===== src/rtl/writeback_arbiter.sv =====
// Writeback arbiter: merges NUM_CH producer channels onto one register-file
// write port. Each channel has a small FIFO; a round-robin arbiter drains one
// write per cycle into a registered write port. Empty-FIFO inputs may bypass
// straight to the output register so a lone producer sees one cycle latency.
module writeback_arbiter #(
  parameter int NUM_CH  = 2,
  parameter int DEPTH   = 2,
  parameter int ADDR_W  = 5,
  parameter int DATA_W  = 32,
  parameter int DROP_X0 = 1
) (
  input  logic                                          clk_i,
  input  logic                                          rst_ni,
  input  logic                                          flush_i,
  input  logic [NUM_CH-1:0]                             ch_valid_i,
  output logic [NUM_CH-1:0]                             ch_ready_o,
  input  logic [NUM_CH-1:0]                             ch_reg_write_i,
  input  logic [NUM_CH*ADDR_W-1:0]                      ch_reg_addr_i,
  input  logic [NUM_CH*DATA_W-1:0]                      ch_reg_data_i,
  output logic                                          reg_write_o,
  output logic [ADDR_W-1:0]                             reg_addr_o,
  output logic [DATA_W-1:0]                             reg_data_o,
  output logic [((NUM_CH > 1) ? $clog2(NUM_CH) : 1)-1:0] reg_src_o,
  output logic                                          busy_o
);

  localparam int SRC_W = (NUM_CH > 1) ? $clog2(NUM_CH) : 1;
  localparam int PTR_W = (DEPTH > 1) ? $clog2(DEPTH) : 1;
  localparam int CNT_W = $clog2(DEPTH + 1);

  // FIFO storage and bookkeeping
  logic [ADDR_W-1:0] fifo_addr_r [NUM_CH][DEPTH];
  logic [DATA_W-1:0] fifo_data_r [NUM_CH][DEPTH];
  logic [PTR_W-1:0]  wr_ptr_r    [NUM_CH];
  logic [PTR_W-1:0]  rd_ptr_r    [NUM_CH];
  logic [CNT_W-1:0]  count_r     [NUM_CH];
  logic [SRC_W-1:0]  rr_r;

  // Per-channel combinational view
  logic [NUM_CH-1:0] ready_s;
  logic [NUM_CH-1:0] nonempty_s;
  logic [NUM_CH-1:0] keep_s;
  logic [NUM_CH-1:0] cand_s;
  logic [NUM_CH-1:0] grant_s;
  logic [NUM_CH-1:0] push_s;
  logic [NUM_CH-1:0] pop_s;
  logic [ADDR_W-1:0] in_addr_s   [NUM_CH];
  logic [DATA_W-1:0] in_data_s   [NUM_CH];
  logic [ADDR_W-1:0] cand_addr_s [NUM_CH];
  logic [DATA_W-1:0] cand_data_s [NUM_CH];

  // Arbitration result
  logic              win_found_s;
  logic [SRC_W-1:0]  win_idx_s;
  logic [ADDR_W-1:0] win_addr_s;
  logic [DATA_W-1:0] win_data_s;

  // Ready and busy depend on FIFO occupancy only, never on valid
  always_comb begin
    ready_s    = {NUM_CH{1'b0}};
    nonempty_s = {NUM_CH{1'b0}};
    for (int k = 0; k < NUM_CH; k++) begin
      ready_s[k]    = (count_r[k] < CNT_W'(DEPTH));
      nonempty_s[k] = (count_r[k] != {CNT_W{1'b0}});
    end
  end

  assign ch_ready_o = ready_s;
  assign busy_o     = |nonempty_s;

  // Input filtering and per-channel candidate selection (head first, else bypass)
  always_comb begin
    keep_s = {NUM_CH{1'b0}};
    cand_s = {NUM_CH{1'b0}};
    for (int k = 0; k < NUM_CH; k++) begin
      in_addr_s[k] = ch_reg_addr_i[k*ADDR_W +: ADDR_W];
      in_data_s[k] = ch_reg_data_i[k*DATA_W +: DATA_W];
      keep_s[k]    = ch_valid_i[k] & ready_s[k] & ch_reg_write_i[k] &
                     ~((DROP_X0 != 0) && (in_addr_s[k] == {ADDR_W{1'b0}}));
      cand_s[k]    = nonempty_s[k] | keep_s[k];
      if (nonempty_s[k]) begin
        cand_addr_s[k] = fifo_addr_r[k][rd_ptr_r[k]];
        cand_data_s[k] = fifo_data_r[k][rd_ptr_r[k]];
      end else begin
        cand_addr_s[k] = in_addr_s[k];
        cand_data_s[k] = in_data_s[k];
      end
    end
  end

  // Round-robin search starting one past the last winner
  always_comb begin
    int idx_v;
    idx_v       = 0;
    win_found_s = 1'b0;
    win_idx_s   = {SRC_W{1'b0}};
    grant_s     = {NUM_CH{1'b0}};
    for (int i = 1; i <= NUM_CH; i++) begin
      idx_v = int'(rr_r) + i;
      if (idx_v >= NUM_CH) begin
        idx_v = idx_v - NUM_CH;
      end else begin
        idx_v = idx_v;
      end
      if (!win_found_s && cand_s[idx_v[SRC_W-1:0]]) begin
        win_found_s = 1'b1;
        win_idx_s   = idx_v[SRC_W-1:0];
      end else begin
        win_found_s = win_found_s;
      end
    end
    if (win_found_s) begin
      grant_s[win_idx_s] = 1'b1;
    end else begin
      grant_s = {NUM_CH{1'b0}};
    end
  end

  assign win_addr_s = cand_addr_s[win_idx_s];
  assign win_data_s = cand_data_s[win_idx_s];

  // Push/pop decisions; a granted bypass never enters the FIFO, flush blocks all
  always_comb begin
    push_s = {NUM_CH{1'b0}};
    pop_s  = {NUM_CH{1'b0}};
    for (int k = 0; k < NUM_CH; k++) begin
      push_s[k] = keep_s[k] & ~(grant_s[k] & ~nonempty_s[k]) & ~flush_i;
      pop_s[k]  = grant_s[k] & nonempty_s[k] & ~flush_i;
    end
  end

  // FIFO pointers and counts; pointers wrap at DEPTH-1 so any depth works
  always_ff @(posedge clk_i or negedge rst_ni) begin
    if (!rst_ni) begin
      for (int k = 0; k < NUM_CH; k++) begin
        wr_ptr_r[k] <= {PTR_W{1'b0}};
        rd_ptr_r[k] <= {PTR_W{1'b0}};
        count_r[k]  <= {CNT_W{1'b0}};
      end
    end else if (flush_i) begin
      for (int k = 0; k < NUM_CH; k++) begin
        wr_ptr_r[k] <= {PTR_W{1'b0}};
        rd_ptr_r[k] <= {PTR_W{1'b0}};
        count_r[k]  <= {CNT_W{1'b0}};
      end
    end else begin
      for (int k = 0; k < NUM_CH; k++) begin
        if (push_s[k]) begin
          wr_ptr_r[k] <= (wr_ptr_r[k] == PTR_W'(DEPTH - 1)) ? {PTR_W{1'b0}}
                                                           : wr_ptr_r[k] + PTR_W'(1'b1);
        end
        if (pop_s[k]) begin
          rd_ptr_r[k] <= (rd_ptr_r[k] == PTR_W'(DEPTH - 1)) ? {PTR_W{1'b0}}
                                                           : rd_ptr_r[k] + PTR_W'(1'b1);
        end
        case ({push_s[k], pop_s[k]})
          2'b10:   count_r[k] <= count_r[k] + CNT_W'(1'b1);
          2'b01:   count_r[k] <= count_r[k] - CNT_W'(1'b1);
          default: count_r[k] <= count_r[k];
        endcase
      end
    end
  end

  // FIFO payload storage; contents are meaningless while count is zero
  always_ff @(posedge clk_i) begin
    for (int k = 0; k < NUM_CH; k++) begin
      if (push_s[k]) begin
        fifo_addr_r[k][wr_ptr_r[k]] <= in_addr_s[k];
        fifo_data_r[k][wr_ptr_r[k]] <= in_data_s[k];
      end
    end
  end

  // Round-robin pointer follows the winner; held on flush or idle cycles
  always_ff @(posedge clk_i or negedge rst_ni) begin
    if (!rst_ni) begin
      rr_r <= {SRC_W{1'b0}};
    end else if (win_found_s && !flush_i) begin
      rr_r <= win_idx_s;
    end else begin
      rr_r <= rr_r;
    end
  end

  // Registered write port; address/data/source hold when no write is issued
  always_ff @(posedge clk_i or negedge rst_ni) begin
    if (!rst_ni) begin
      reg_write_o <= 1'b0;
      reg_addr_o  <= {ADDR_W{1'b0}};
      reg_data_o  <= {DATA_W{1'b0}};
      reg_src_o   <= {SRC_W{1'b0}};
    end else if (flush_i) begin
      reg_write_o <= 1'b0;
    end else if (win_found_s) begin
      reg_write_o <= 1'b1;
      reg_addr_o  <= win_addr_s;
      reg_data_o  <= win_data_s;
      reg_src_o   <= win_idx_s;
    end else begin
      reg_write_o <= 1'b0;
    end
  end

endmodule


===== config.mk =====
export PLATFORM = sky130hd
export DESIGN_NAME = writeback_arbiter
export DESIGN_NICKNAME = d
export VERILOG_FILES = /design/src/rtl/writeback_arbiter.sv
export SDC_FILE = /design/constraint.sdc
export NUM_CORES = 1
export LEC_CHECK = 0
export BUFFER_PORTS_ARGS = -buffer_cell sky130_fd_sc_hd__buf_2
export CAP_MARGIN = 20
export CORE_MARGIN = 1
export CORE_UTILIZATION = 45
export DETAILED_ROUTE_END_ITERATION = 6
export PLACE_DENSITY_LB_ADDON = 0.05
export SLEW_MARGIN = 20
export SYNTH_ARGS = -nofsm -noshare
export SYNTH_HDL_FRONTEND = slang
export SYNTH_SLANG_ARGS = --single-unit

===== constraint.sdc =====
create_clock -name clk_i -period 5.66 [get_ports clk_i]
set_clock_uncertainty 0.15 [all_clocks]
set_input_delay 0.849 -clock clk_i [delete_from_list [all_inputs] [get_ports clk_i]]
set_output_delay 0.849 -clock clk_i [all_outputs]
set_load 0.02 [all_outputs]

==> results by group <==
Run status
  • Outcome: finished, final reports clean

Place
  • Placer Congestion: approximately 0.8
  • PortBufs: between 100 and 150
  • Worst slack, placed: roughly 1.8 ns
  • HPWL Detailed: between 10 and 15 mm

Route
  • Metal1 wirelength: 9.80 mm
  • Vias per cell: 5.51
  • Vias: around 5300
  • DRT Pass-1 Iters: 6
  • Post-DRT Antenna Nets: 0
  • DRT iter0 DRCs: 494
  • Drt wl/cell: 20.1 um
  • Met2 WL post-DR: around 8.5 mm
  • WL final: 19.4 mm
  • Uppermost layer routed: met4
  • # DRC: 0
  • Detail Route met3 WL: 917 um

Clock tree
  • CTS tree: yes
  • Post-CTS resize count: 0
  • Post-CTS Repair Setup Buffers: 0
  • Clk sink count: 195
  • Root buf cell: clkbuf_16
  • CTS clk-pin slew, worst paths: 0.06 ns
  • H-tree level count: 4
  • Hold buffers post-CTS: 0
  • CTS Buf Count: 17
  • Clock Tree Buf Depth: 2
  • Clock Latency Late Sink: about 0.42 ns

Floorplan
  • # IOs: about 120
  • # rows: about 50
  • Die Span Y: between 100 and 150 um
  • Die area: 18900 um2
  • Initial core utilization: 0.459
  • Core area: 18000 um2
  • Die Wd: 137 um

Global routing
  • GRT overflow: 0
  • Gr usage total: 0.217
  • Vias in the first global route: roughly 5000
  • First-pass GRT wire length: ~29 mm
  • Largest net degree at the start of global routing: 74
  • Initial antenna violation count: 0

Synth
  • Synthesized area: about 8200 um2
  • Seq/Total Area, Yosys: 0.681
  • Synthesized area per cell: between 10 and 15 um2
  • Gate Count Post-Synth: slightly above 600
  • Syn Nets: approximately 700
  • Unique cell type count in the Yosys netlist: 37
  • Flop and latch count out of synthesis: approximately 200
  • Synth Warn #: 0

Min path
  • Hold Path Class: in2async

Power and ir drop
  • PwrDens: 365 nW/um2
  • Leak: approximately 0.0034 uW
  • Peak VDD IR: between 0.2 and 0.25 mV

Timing
  • # setup viols final: 0
  • Min Clock Period, post-route: roughly 3.4 ns
  • Setup TNS after final layout: 0 ns
  • Final Hold Fails: 0
  • RSZ-0062 raised after global routing: no
  • Final Worst Setup Slack: 2.24 ns
  • Normalized max-slew margin: 0.474
  • Worst Max-Slew Pin Slew: just under 0.8 ns
  • Max Slew Vio Count: 0
  • Peak Freq: just under 0.3 GHz
  • Crit share post-route: 0.605

Worst setup path
  • Critical path endpoint category: register
  • FF-to-FF Start: count_r[0]$_DFFE_PN0P_
  • CP Class: in2reg
  • Crit path arrival time: roughly 3.3 ns
  • Max Fanout on Critical Path: 31
  • Nature of the critical path startpoint: input port
  • Origin of the worst setup path: ch_valid_i[1]
  • Required time of the critical path: between 5 and 6 ns

Final layout
  • Area delta synth->final: 16.8%
  • Layout Nets: slightly above 800
  • Layout cell share with drive strength beyond 1: 0.237
  • Commonest non-fill, non-tap cell in the layout: edfxtp_1
  • # fillers: ~1600
  • Most frequent cells in the layout: edfxtp_1 (148), buf_2 (121), nor2_1 (73)
  • N_diodes: 0

Job
  • Number of max-cap violations: 0
==> flip-flops by register name, summed over array words and instances (netlist names) <==
name,flops
reg_write_o,1
fifo_addr_r,20
reg_addr_o,5
rd_ptr_r,2
reg_data_o,32
rr_r,1
count_r,4
fifo_data_r,128
wr_ptr_r,2
==> synth_stat cells <==
library cell    n  area (um2)
o311a_4         1        21.3
edfxtp_1      148        4440
or2_2           1        6.26
and3_1         28         175
a211o_1         2        17.5
xnor2_1         2        17.5
buf_1           4        15.0
a222oi_1        5        50.1
mux2_2          5        56.3
or3_4           1        11.3
buf_6           4        45.0
o31a_1          1        8.76
o2bb2ai_1       5        43.8
buf_2           6        30.0
nor3_1          4        20.0
o211ai_1       28         210
a211oi_1        4        30.0
a31oi_1        29         181
a21oi_1        16        80.1
o311ai_0        1        8.76
a221o_1         1        10.0
o21ai_0        34         170
inv_1           5        18.8
o311ai_2        1        16.3
a2bb2oi_1       1        8.76
mux2i_1        70         701
nor4_1          1        6.26
nor2_1         74         278
nor3b_1         2        15.0
nand2b_1        1        6.26
xor2_1          3        26.3
nand2_1        43         161
clkbuf_1       29         109
a22oi_1         5        37.5
dfrtp_1        47        1180
nand3_1         1        5.00
o22ai_1         5        31.3
==> power breakdown <==
group / total, uW / internal [uW] / leakage [uW] / switching [uW]
clock network: 1170 / 668 / 0.000262 / 502
logic: 610 / 214 / 0.00127 / 396
registers: 1740 / 1650 / 0.00188 / 86.0
total: 3520 / 2530 / 0.00341 / 984
==> layer usage <==
metal  global-route usage  up-vias
met3               0.0401       13
met5                    0        -
met1                0.350     2627
li1                     -     2562
met2                0.291      129
met4               0.0604        0
==> stage by stage <==
| step | total power, uW | cells | cell area [um2] | hold slack (ns) | util |
|---|---|---|---|---|---|
| after floorplan | 2130 | 618 | 8250 | 0.369 | - |
| after global placement | 2370 | 935 | 9050 | 0.361 | 0.504 |
| after detailed placement | 2380 | 935 | 9060 | 0.382 | 0.504 |
| after CTS | 3540 | 967 | 9630 | 0.317 | 0.536 |
| after global routing | 3650 | 967 | 9640 | 0.334 | 0.536 |
| final | 3520 | 967 | 9640 | 0.295 | 0.536 |
==> cells by family after synthesis <==
group                  after synthesis  synth area share
AO/OA/AOI/OAI                      139             0.112
flip-flops                         195             0.681
AND/OR/NAND/NOR                    156            0.0830
XOR/XNOR                             5           0.00531
multiplexers                        75            0.0918
buffers and inverters               48            0.0264
==> area by class of cell <==
class                           count  area [um2]  share of cell area
Clock buffer                       21         460              0.0478
Clock inverter                     11         113              0.0117
Inverter                            5        18.8             0.00195
Multi-Input combinational cell    375        2450               0.254
Sequential cell                   195        5630               0.584
Tap cell                          229         287              0.0297
Timing Repair Buffer              131         681              0.0706
==> worst paths after layout <==
check / end / slack, ns / cells past startpoint
max in group asynchronous: rd_ptr_r[1]$_DFFE_PN0P_ / 4.57 / 1
hold reg to reg: reg_addr_o[0]$_DFFE_PN0P_ / 0.39 / 2
hold / removal: wr_ptr_r[1]$_DFFE_PN0P_ / 0.30 / 1
setup reg to reg: fifo_data_r[0][28]$_DFFE_PP_ / 2.55 / 5
setup / recovery: fifo_data_r[0][28]$_DFFE_PP_ / 2.24 / 6
min in group clk_i: reg_addr_o[0]$_DFFE_PN0P_ / 0.39 / 2
==> worst max-delay path, stage by stage <==
cell and delay (ns):
buf_2 0.14, o311ai_0 0.19, a31oi_1 0.66, o21ai_0 0.39, nor3b_2 0.59, buf_4 0.51
Note: power is estimated with default switching activity, not from simulation.
